### src/rtl/axis_bram_reader_pkg.sv
// axis_bram_reader_pkg: shared types and constants for the AXI-Stream BRAM reader.
// Build option: define AXIS_BRAM_READER_OUTREG_EN when the BRAM output register
// is enabled (read latency 2); otherwise the read latency is 1.
package axis_bram_reader_pkg;

    typedef enum logic [1:0] {
        ST_IDLE  = 2'd0,
        ST_READ  = 2'd1,
        ST_DRAIN = 2'd2
    } state_e;

    localparam int FIFO_DEPTH = 4;
    localparam int FIFO_CNT_W = $clog2(FIFO_DEPTH + 1);

`ifdef AXIS_BRAM_READER_OUTREG_EN
    localparam int RD_LAT = 2;
`else
    localparam int RD_LAT = 1;
`endif

endpackage

### src/rtl/axis_bram_reader_fifo.sv
// axis_bram_reader_fifo: small synchronous FIFO whose head entry, valid flag and
// occupancy are all held in flops, so the stream outputs come straight from registers.
module axis_bram_reader_fifo
    import axis_bram_reader_pkg::*;
#(
    parameter int WIDTH = 17
) (
    input  logic                  clk,
    input  logic                  rst_n,
    input  logic                  push_i,
    input  logic [WIDTH-1:0]      din_i,
    input  logic                  pop_i,
    output logic [WIDTH-1:0]      dout_o,
    output logic                  valid_o,
    output logic [FIFO_CNT_W-1:0] count_o
);

    localparam int PTR_W = $clog2(FIFO_DEPTH);

    logic [WIDTH-1:0]      mem_q [FIFO_DEPTH];
    logic [PTR_W-1:0]      wr_ptr_q, wr_ptr_d;
    logic [PTR_W-1:0]      rd_ptr_q, rd_ptr_d;
    logic [FIFO_CNT_W-1:0] count_q, count_d;
    logic [FIFO_CNT_W-1:0] occ_after_pop_s;
    logic [WIDTH-1:0]      head_q, head_d;
    logic                  valid_q, valid_d;
    logic                  pop_s, push_s;

    // Next-state for pointers, occupancy and the registered head entry.
    always_comb begin
        pop_s           = pop_i && valid_q;
        push_s          = push_i && ((count_q != FIFO_CNT_W'(FIFO_DEPTH)) || pop_s);
        occ_after_pop_s = count_q - FIFO_CNT_W'(pop_s);
        rd_ptr_d        = rd_ptr_q;
        wr_ptr_d        = wr_ptr_q;
        count_d         = count_q;
        if (pop_s) begin
            rd_ptr_d = rd_ptr_q + PTR_W'(1);
        end else begin
            rd_ptr_d = rd_ptr_q;
        end
        if (push_s) begin
            wr_ptr_d = wr_ptr_q + PTR_W'(1);
        end else begin
            wr_ptr_d = wr_ptr_q;
        end
        case ({push_s, pop_s})
            2'b10:   count_d = count_q + FIFO_CNT_W'(1);
            2'b01:   count_d = count_q - FIFO_CNT_W'(1);
            default: count_d = count_q;
        endcase
        valid_d = (count_d != FIFO_CNT_W'(0));
        // A word pushed into an (effectively) empty FIFO becomes the head directly.
        if (push_s && (occ_after_pop_s == FIFO_CNT_W'(0))) begin
            head_d = din_i;
        end else begin
            head_d = mem_q[rd_ptr_d];
        end
    end

    // Storage array write; data only, no reset needed.
    always_ff @(posedge clk) begin
        if (push_s) begin
            mem_q[wr_ptr_q] <= din_i;
        end
    end

    // Control and head registers with asynchronous reset.
    always_ff @(posedge clk or negedge rst_n) begin
        if (!rst_n) begin
            wr_ptr_q <= PTR_W'(0);
            rd_ptr_q <= PTR_W'(0);
            count_q  <= FIFO_CNT_W'(0);
            head_q   <= WIDTH'(0);
            valid_q  <= 1'b0;
        end else begin
            wr_ptr_q <= wr_ptr_d;
            rd_ptr_q <= rd_ptr_d;
            count_q  <= count_d;
            head_q   <= head_d;
            valid_q  <= valid_d;
        end
    end

    assign dout_o  = head_q;
    assign valid_o = valid_q;
    assign count_o = count_q;

endmodule

### src/rtl/axis_bram_reader.sv
// axis_bram_reader: streams `length` consecutive BRAM words starting at
// `start_addr` as one AXI-Stream packet. Reads are credit-limited so returning
// data always fits in the output FIFO. Build option AXIS_BRAM_READER_OUTREG_EN
// selects a BRAM read latency of 2 instead of 1.
module axis_bram_reader
    import axis_bram_reader_pkg::*;
#(
    parameter int DATA_WIDTH = 16,
    parameter int ADDR_WIDTH = 12
) (
    input  logic                  aclk,
    input  logic                  aresetn,
    input  logic                  start,
    input  logic [ADDR_WIDTH-1:0] start_addr,
    input  logic [ADDR_WIDTH:0]   length,
    output logic                  busy,
    output logic                  done,
    output logic [DATA_WIDTH-1:0] m_axis_tdata,
    output logic                  m_axis_tvalid,
    output logic                  m_axis_tlast,
    input  logic                  m_axis_tready,
    output logic [ADDR_WIDTH-1:0] bram_addr,
    output logic                  bram_en,
    input  logic [DATA_WIDTH-1:0] bram_rddata,
    output logic                  bram_clk
);

    state_e                state_q, state_d;
    logic [ADDR_WIDTH-1:0] addr_q, addr_d;
    logic [ADDR_WIDTH:0]   rem_q, rem_d;
    logic                  en_q, en_d;
    logic                  busy_q, busy_d;
    logic                  done_q, done_d;
    logic [RD_LAT-1:0]     vld_q, lst_q;
    logic                  issue_last_s;
    logic                  pop_s;
    logic                  credit_ok_s;
    int                    used_s;
    logic [FIFO_CNT_W-1:0] fifo_count_s;
    logic [DATA_WIDTH:0]   fifo_dout_s;
    logic                  fifo_valid_s;

    // rem_q counts reads still to issue after the one currently on the bus.
    assign issue_last_s = en_q && (rem_q == (ADDR_WIDTH+1)'(0));
    assign pop_s        = fifo_valid_s && m_axis_tready;

    // FSM next-state, read issue and credit accounting.
    always_comb begin
        state_d = state_q;
        addr_d  = addr_q;
        rem_d   = rem_q;
        en_d    = 1'b0;
        busy_d  = busy_q;
        done_d  = 1'b0;
        // Current read, reads in the latency pipe and FIFO words not leaving this cycle.
        used_s      = int'(en_q) + $countones(vld_q) + int'(fifo_count_s) - int'(pop_s);
        credit_ok_s = (used_s < FIFO_DEPTH);
        case (state_q)
            ST_IDLE: begin
                if (start && (length != (ADDR_WIDTH+1)'(0))) begin
                    state_d = ST_READ;
                    addr_d  = start_addr;
                    rem_d   = length - (ADDR_WIDTH+1)'(1);
                    en_d    = 1'b1;
                    busy_d  = 1'b1;
                end else begin
                    state_d = ST_IDLE;
                end
            end
            ST_READ: begin
                if (rem_q == (ADDR_WIDTH+1)'(0)) begin
                    state_d = ST_DRAIN;
                end else if (credit_ok_s) begin
                    en_d   = 1'b1;
                    addr_d = addr_q + ADDR_WIDTH'(1);
                    rem_d  = rem_q - (ADDR_WIDTH+1)'(1);
                end else begin
                    en_d = 1'b0;
                end
            end
            ST_DRAIN: begin
                if (pop_s && fifo_dout_s[DATA_WIDTH]) begin
                    state_d = ST_IDLE;
                    busy_d  = 1'b0;
                    done_d  = 1'b1;
                end else begin
                    state_d = ST_DRAIN;
                end
            end
            default: begin
                state_d = ST_IDLE;
                busy_d  = 1'b0;
            end
        endcase
    end

    // FSM and read-port registers.
    always_ff @(posedge aclk or negedge aresetn) begin
        if (!aresetn) begin
            state_q <= ST_IDLE;
            addr_q  <= ADDR_WIDTH'(0);
            rem_q   <= (ADDR_WIDTH+1)'(0);
            en_q    <= 1'b0;
            busy_q  <= 1'b0;
            done_q  <= 1'b0;
        end else begin
            state_q <= state_d;
            addr_q  <= addr_d;
            rem_q   <= rem_d;
            en_q    <= en_d;
            busy_q  <= busy_d;
            done_q  <= done_d;
        end
    end

    // In-flight valid/last shift that lines up with BRAM read latency.
    always_ff @(posedge aclk or negedge aresetn) begin
        if (!aresetn) begin
            vld_q <= RD_LAT'(0);
            lst_q <= RD_LAT'(0);
        end else begin
            vld_q <= (vld_q << 1) | RD_LAT'(en_q);
            lst_q <= (lst_q << 1) | RD_LAT'(issue_last_s);
        end
    end

    axis_bram_reader_fifo #(
        .WIDTH (DATA_WIDTH + 1)
    ) u_fifo (
        .clk     (aclk),
        .rst_n   (aresetn),
        .push_i  (vld_q[RD_LAT-1]),
        .din_i   ({lst_q[RD_LAT-1], bram_rddata}),
        .pop_i   (pop_s),
        .dout_o  (fifo_dout_s),
        .valid_o (fifo_valid_s),
        .count_o (fifo_count_s)
    );

    assign m_axis_tdata  = fifo_dout_s[DATA_WIDTH-1:0];
    assign m_axis_tlast  = fifo_dout_s[DATA_WIDTH];
    assign m_axis_tvalid = fifo_valid_s;
    assign bram_addr     = addr_q;
    assign bram_en       = en_q;
    assign busy          = busy_q;
    assign done          = done_q;
    assign bram_clk      = aclk;

endmodule

### config.mk
export PLATFORM = sky130hd
export DESIGN_NAME = axis_bram_reader
export DESIGN_NICKNAME = d
export VERILOG_FILES = /design/src/rtl/axis_bram_reader_pkg.sv /design/src/rtl/axis_bram_reader_fifo.sv /design/src/rtl/axis_bram_reader.sv
export SDC_FILE = /design/constraint.sdc
export NUM_CORES = 1
export LEC_CHECK = 0
export ABC_AREA = 0
export CAP_MARGIN = 10
export CORE_MARGIN = 3
export CORE_UTILIZATION = 55
export DETAILED_ROUTE_END_ITERATION = 10
export PLACE_DENSITY = 0.81
export SYNTH_ARGS = -nofsm -noshare
export SYNTH_HDL_FRONTEND = slang
export SYNTH_SLANG_ARGS = --single-unit
export TNS_END_PERCENT = 100
### constraint.sdc
create_clock -name aclk -period 6.65 [get_ports aclk]
set_input_delay 1.33 -clock aclk [delete_from_list [all_inputs] [get_ports aclk]]
set_output_delay 1.33 -clock aclk [all_outputs]
set_load 0.02 [all_outputs]
==> results summary <==
The run finished with clean final reports. The total area of multi-input combinational cells is between 2000 and 2500 um^2. During synthesis, Yosys emitted a total of 0 warnings.

Fill cells in the final layout number between 600 and 700. The worst setup path is captured at an output pin. In the global route stage, overall resource usage came out at 0.238. The per-cell via count in the routed design came out at ~6. The gate count of the mapped netlist came out at 437. Setup repair after global routing left no endpoint under its margin. By area the synthesized netlist is led by sky130_fd_sc_hd__edfxtp_1 (36%), sky130_fd_sc_hd__dfrtp_1 (25%), sky130_fd_sc_hd__mux4_2 (6.7%). The mux cell area share after synthesis is 0.112.

The antenna cell count is 0. The proportion of layout cells with a drive suffix above 1 came out at 0.159. The peak fanout along the critical path came out at 2. The global-route congestion overflow total came out at 0. The via total after detailed routing is 4000. The fraction of the core area covered by cells at the end of the flow is 0.728.

The worst setup path is launched from a clock port. The region available for standard cell placement spans ~10000 um^2. The leakage power total is ~2.8 nW. From bottom edge to top edge, the die measures 108 um. The top-level port count is 79.

For this configuration, the core starts out at a cell density of 0.576. The biggest area consumer among synthesized cells is sky130_fd_sc_hd__edfxtp_1. The area after detailed placement came out at 6610 um^2. The die covers 11700 um^2. The floorplan row count is 36. The net total in the final layout is between 500 and 600.

The async set-or-reset flop fraction in the synthesized netlist is 0.456. The compound-cell area share of the yosys netlist came out at 0.101. The quantity of hold-fixing buffers added after cts came out at 0. The clock tree from TritonCTS is built. After clock tree synthesis, the clock-pin slew on the worst setup and hold paths is around 0.06 ns.

The congestion estimate from routability-driven global placement came to 0.904. The class of the tightest hold or removal check is reg -> reg. The count of routing violations after the opening detailed-route iteration came out at ~360.

The number of max-cap violations is 0. The final sum of negative setup slack came out at 0 ns. For this block, the routed nets add up to 13.1 mm of wire. The actual slew at the worst max-slew pin is between 1 and 1.5 ns. Entering global routing, the biggest net connects 58 pins. Of the total synthesized cell area, the portion taken by AND, OR, NAND and NOR gates is 0.112. The wire length per cell came out at just under 20 um.

Of the total synthesized cell area, the portion taken by full adders, half adders and majority gates is 0.0297. Input and output buffers added on the ports amount to 78. The overall die width came out at roughly 110 um. In the routed design, unresolved DRC markers number 0.

Among all flip-flop cells after synthesis, the most frequent one is sky130_fd_sc_hd__edfxtp_1. Clock skew on the completed layout was measured at 0.0114 ns. The post-synthesis instance area is 5740 um^2. The sequential cell area fraction in the yosys report came out at 0.605.

Internal power comes to approximately 0.0024 W. The average size of a mapped cell came out at approximately 13 um^2. The worst-case vdd ir drop is 0.259 mV. The count of different cell masters after synthesis is 64. The number of antenna violations at the first check in global routing came to 0. The required time reported for the critical path endpoint is 5.32 ns.

The share of total power dissipated in combinational logic is 0.401. The area share of the leading cell type in the synthesized netlist is 0.356. The area of all placed cells without fillers came out at between 7000 and 8000 um^2. The count of state elements after synthesis came out at roughly 130. Summed over all nets, the switching power comes to ~0.0014 W. For this design the ratio of total power to cell area is a little over 500 nW/um^2. Headroom to the max-slew limit came out at 0.300.

The latest clock arrival within the worst-skew pair came out at approximately 0.62 ns. The post-cts sizing count is 0. The count of final max-slew check failures is 0. The remaining antenna violation count after routing is 0. Relative to the synthesized area, the layout overhead comes to 26.4%. The wire length of the first global-routing pass is 20.7 mm. Data arrives at the worst endpoint at ~4.1 ns. The first TritonRoute pass finished after 6 iterations.

The via count of the first global-routing pass is approximately 4200. The buffer count from post-CTS setup fixing is 0. The worst setup path is of the clk -> out kind. The net count after synthesis came out at between 400 and 500. The sequential cell fraction of total power came out at 0.333. The xor/xnor share of the synthesized area came out at 0.0105.

The half-perimeter wire length after detailed placement came out at between 7 and 8 mm. The switching part of the total came out at 0.364. The number of flops mapped to enable cells by yosys came out at 68. The storage element area is between 3000 and 4000 um^2.

The clock group share of total power is 0.266. The number of hold-slack violations in the final timing report came to 0. The largest family of logic cells by synthesized area is multiplexers.

The setup-violating endpoint count in the final report is 0.
## metrics by stage
| step | power [W] | setup WS [ns] | hold slack [ns] | cells |
|---|---|---|---|---|
| 2_1_floorplan | 0.00230 | 1.86 | 0.458 | 437 |
| 3_3_place_gp | 0.00270 | 1.49 | 0.452 | 632 |
| 3_5_place_dp | 0.00277 | 1.49 | 0.448 | 632 |
| 4_1_cts | 0.00377 | 1.23 | 0.464 | 667 |
| 5_1_grt | 0.00397 | 1.23 | 0.475 | 667 |
| 6_report | 0.00376 | 1.25 | 0.461 | 667 |
## final timing paths
path                       startpoint               end  depth (start not counted)  slack [ns]
setup reg to reg           state_q[0]         rem_q[12]                          8        3.51
hold / removal                bram_en             vld_q                          0        0.46
min in group asynchronous     aresetn  u_fifo.dout_o[8]                          2        0.87
max in group asynchronous     aresetn              busy                          2        5.28
hold reg to reg               bram_en             vld_q                          0        0.46
setup / recovery                 aclk          bram_clk                          3        1.25
## layout by cell type (no fill, tap or decap), types with 10 or more instances in the layout
master / n
sky130_fd_sc_hd__mux4_2: 17
sky130_fd_sc_hd__clkdlybuf4s50_1: 77
sky130_fd_sc_hd__clkbuf_16: 16
sky130_fd_sc_hd__nand3_1: 10
sky130_fd_sc_hd__a21oi_1: 30
sky130_fd_sc_hd__inv_1: 17
sky130_fd_sc_hd__ha_1: 12
sky130_fd_sc_hd__edfxtp_1: 68
sky130_fd_sc_hd__o21ai_0: 17
sky130_fd_sc_hd__nor2_1: 33
sky130_fd_sc_hd__mux2_2: 17
sky130_fd_sc_hd__nor3_1: 15
sky130_fd_sc_hd__nand2_1: 32
sky130_fd_sc_hd__dfrtp_1: 57
## sequential cells by signal, summed over array words and instances (netlist names)
name,cells
u_fifo.mem_q,68
u_fifo.dout_o,17
rem_q,13
bram_addr,12
u_fifo.count_o,3
state_q,2
u_fifo.rd_ptr_q,2
u_fifo.wr_ptr_q,2
bram_en,1
busy,1
done,1
lst_q,1
u_fifo.valid_o,1
vld_q,1
## worst max-delay path: stages
cell and delay [ns]:
sky130_fd_sc_hd__clkbuf_8 0.11, sky130_fd_sc_hd__clkbuf_8 0.12, sky130_fd_sc_hd__clkdlybuf4s50_1 0.52
## per-layer routing
| metal | routed length (um) | share of wire | track usage |
|---|---|---|---|
| met2 | 6670 | 0.51 | 0.386 |
| met5 | 0 | 0 | 0 |
| met4 | 366 | 0.028 | 0.138 |
| met1 | 5390 | 0.41 | 0.293 |
| met3 | 705 | 0.054 | 0.0579 |
## cells by family (layout without fill, tap and decap cells)
kind of cell,after synthesis,in the layout
xor gates and xnor gates,6,6
DFF,125,125
AOI/OAI and AO/OA,88,88
muxes,41,41
buffers and inverters,37,134
and+or+nand+nor,127,127
adders and majority gates,13,13
## synthesized netlist by cell type (all sizes together), types with 2 or more instances
library cell / instances
dfrtp: 57
mux2: 17
o31ai: 2
or4: 2
mux4: 17
nand3: 10
buf: 16
a31oi: 3
o22a: 2
inv: 18
or4b: 3
or3: 2
edfxtp: 68
o21a: 4
a21oi: 31
mux2i: 7
nand2: 32
clkbuf: 3
o21ai: 19
a211oi: 3
and3: 4
xnor2: 5
a2111oi: 6
nand2b: 3
and4: 2
and2: 6
nor2: 33
o22ai: 5
nor3b: 2
nand4: 3
nor3: 15
o21bai: 2
nor2b: 3
ha: 12
nor4: 3
## area by class of cell
type / count / area share
Sequential cell: 125 / 0.478
Inverter: 18 / 0.00932
Multi-Input combinational cell: 275 / 0.291
Clock buffer: 22 / 0.0647
Timing Repair Buffer: 80 / 0.109
Clock inverter: 14 / 0.0250
Tap cell: 133 / 0.0230
## power by group through the flow
stage / Sequential (W) / Combinational [W] / Clock, W
after floorplan: 0.00133 / 0.000958 / 0.0000176
after detailed placement: 0.00125 / 0.00150 / 0.0000202
after global routing: 0.00128 / 0.00164 / 0.00105
final: 0.00125 / 0.00151 / 0.00100
after CTS: 0.00125 / 0.00151 / 0.00101
after global placement: 0.00124 / 0.00144 / 0.0000202
Power figures use the tool's default switching activity.
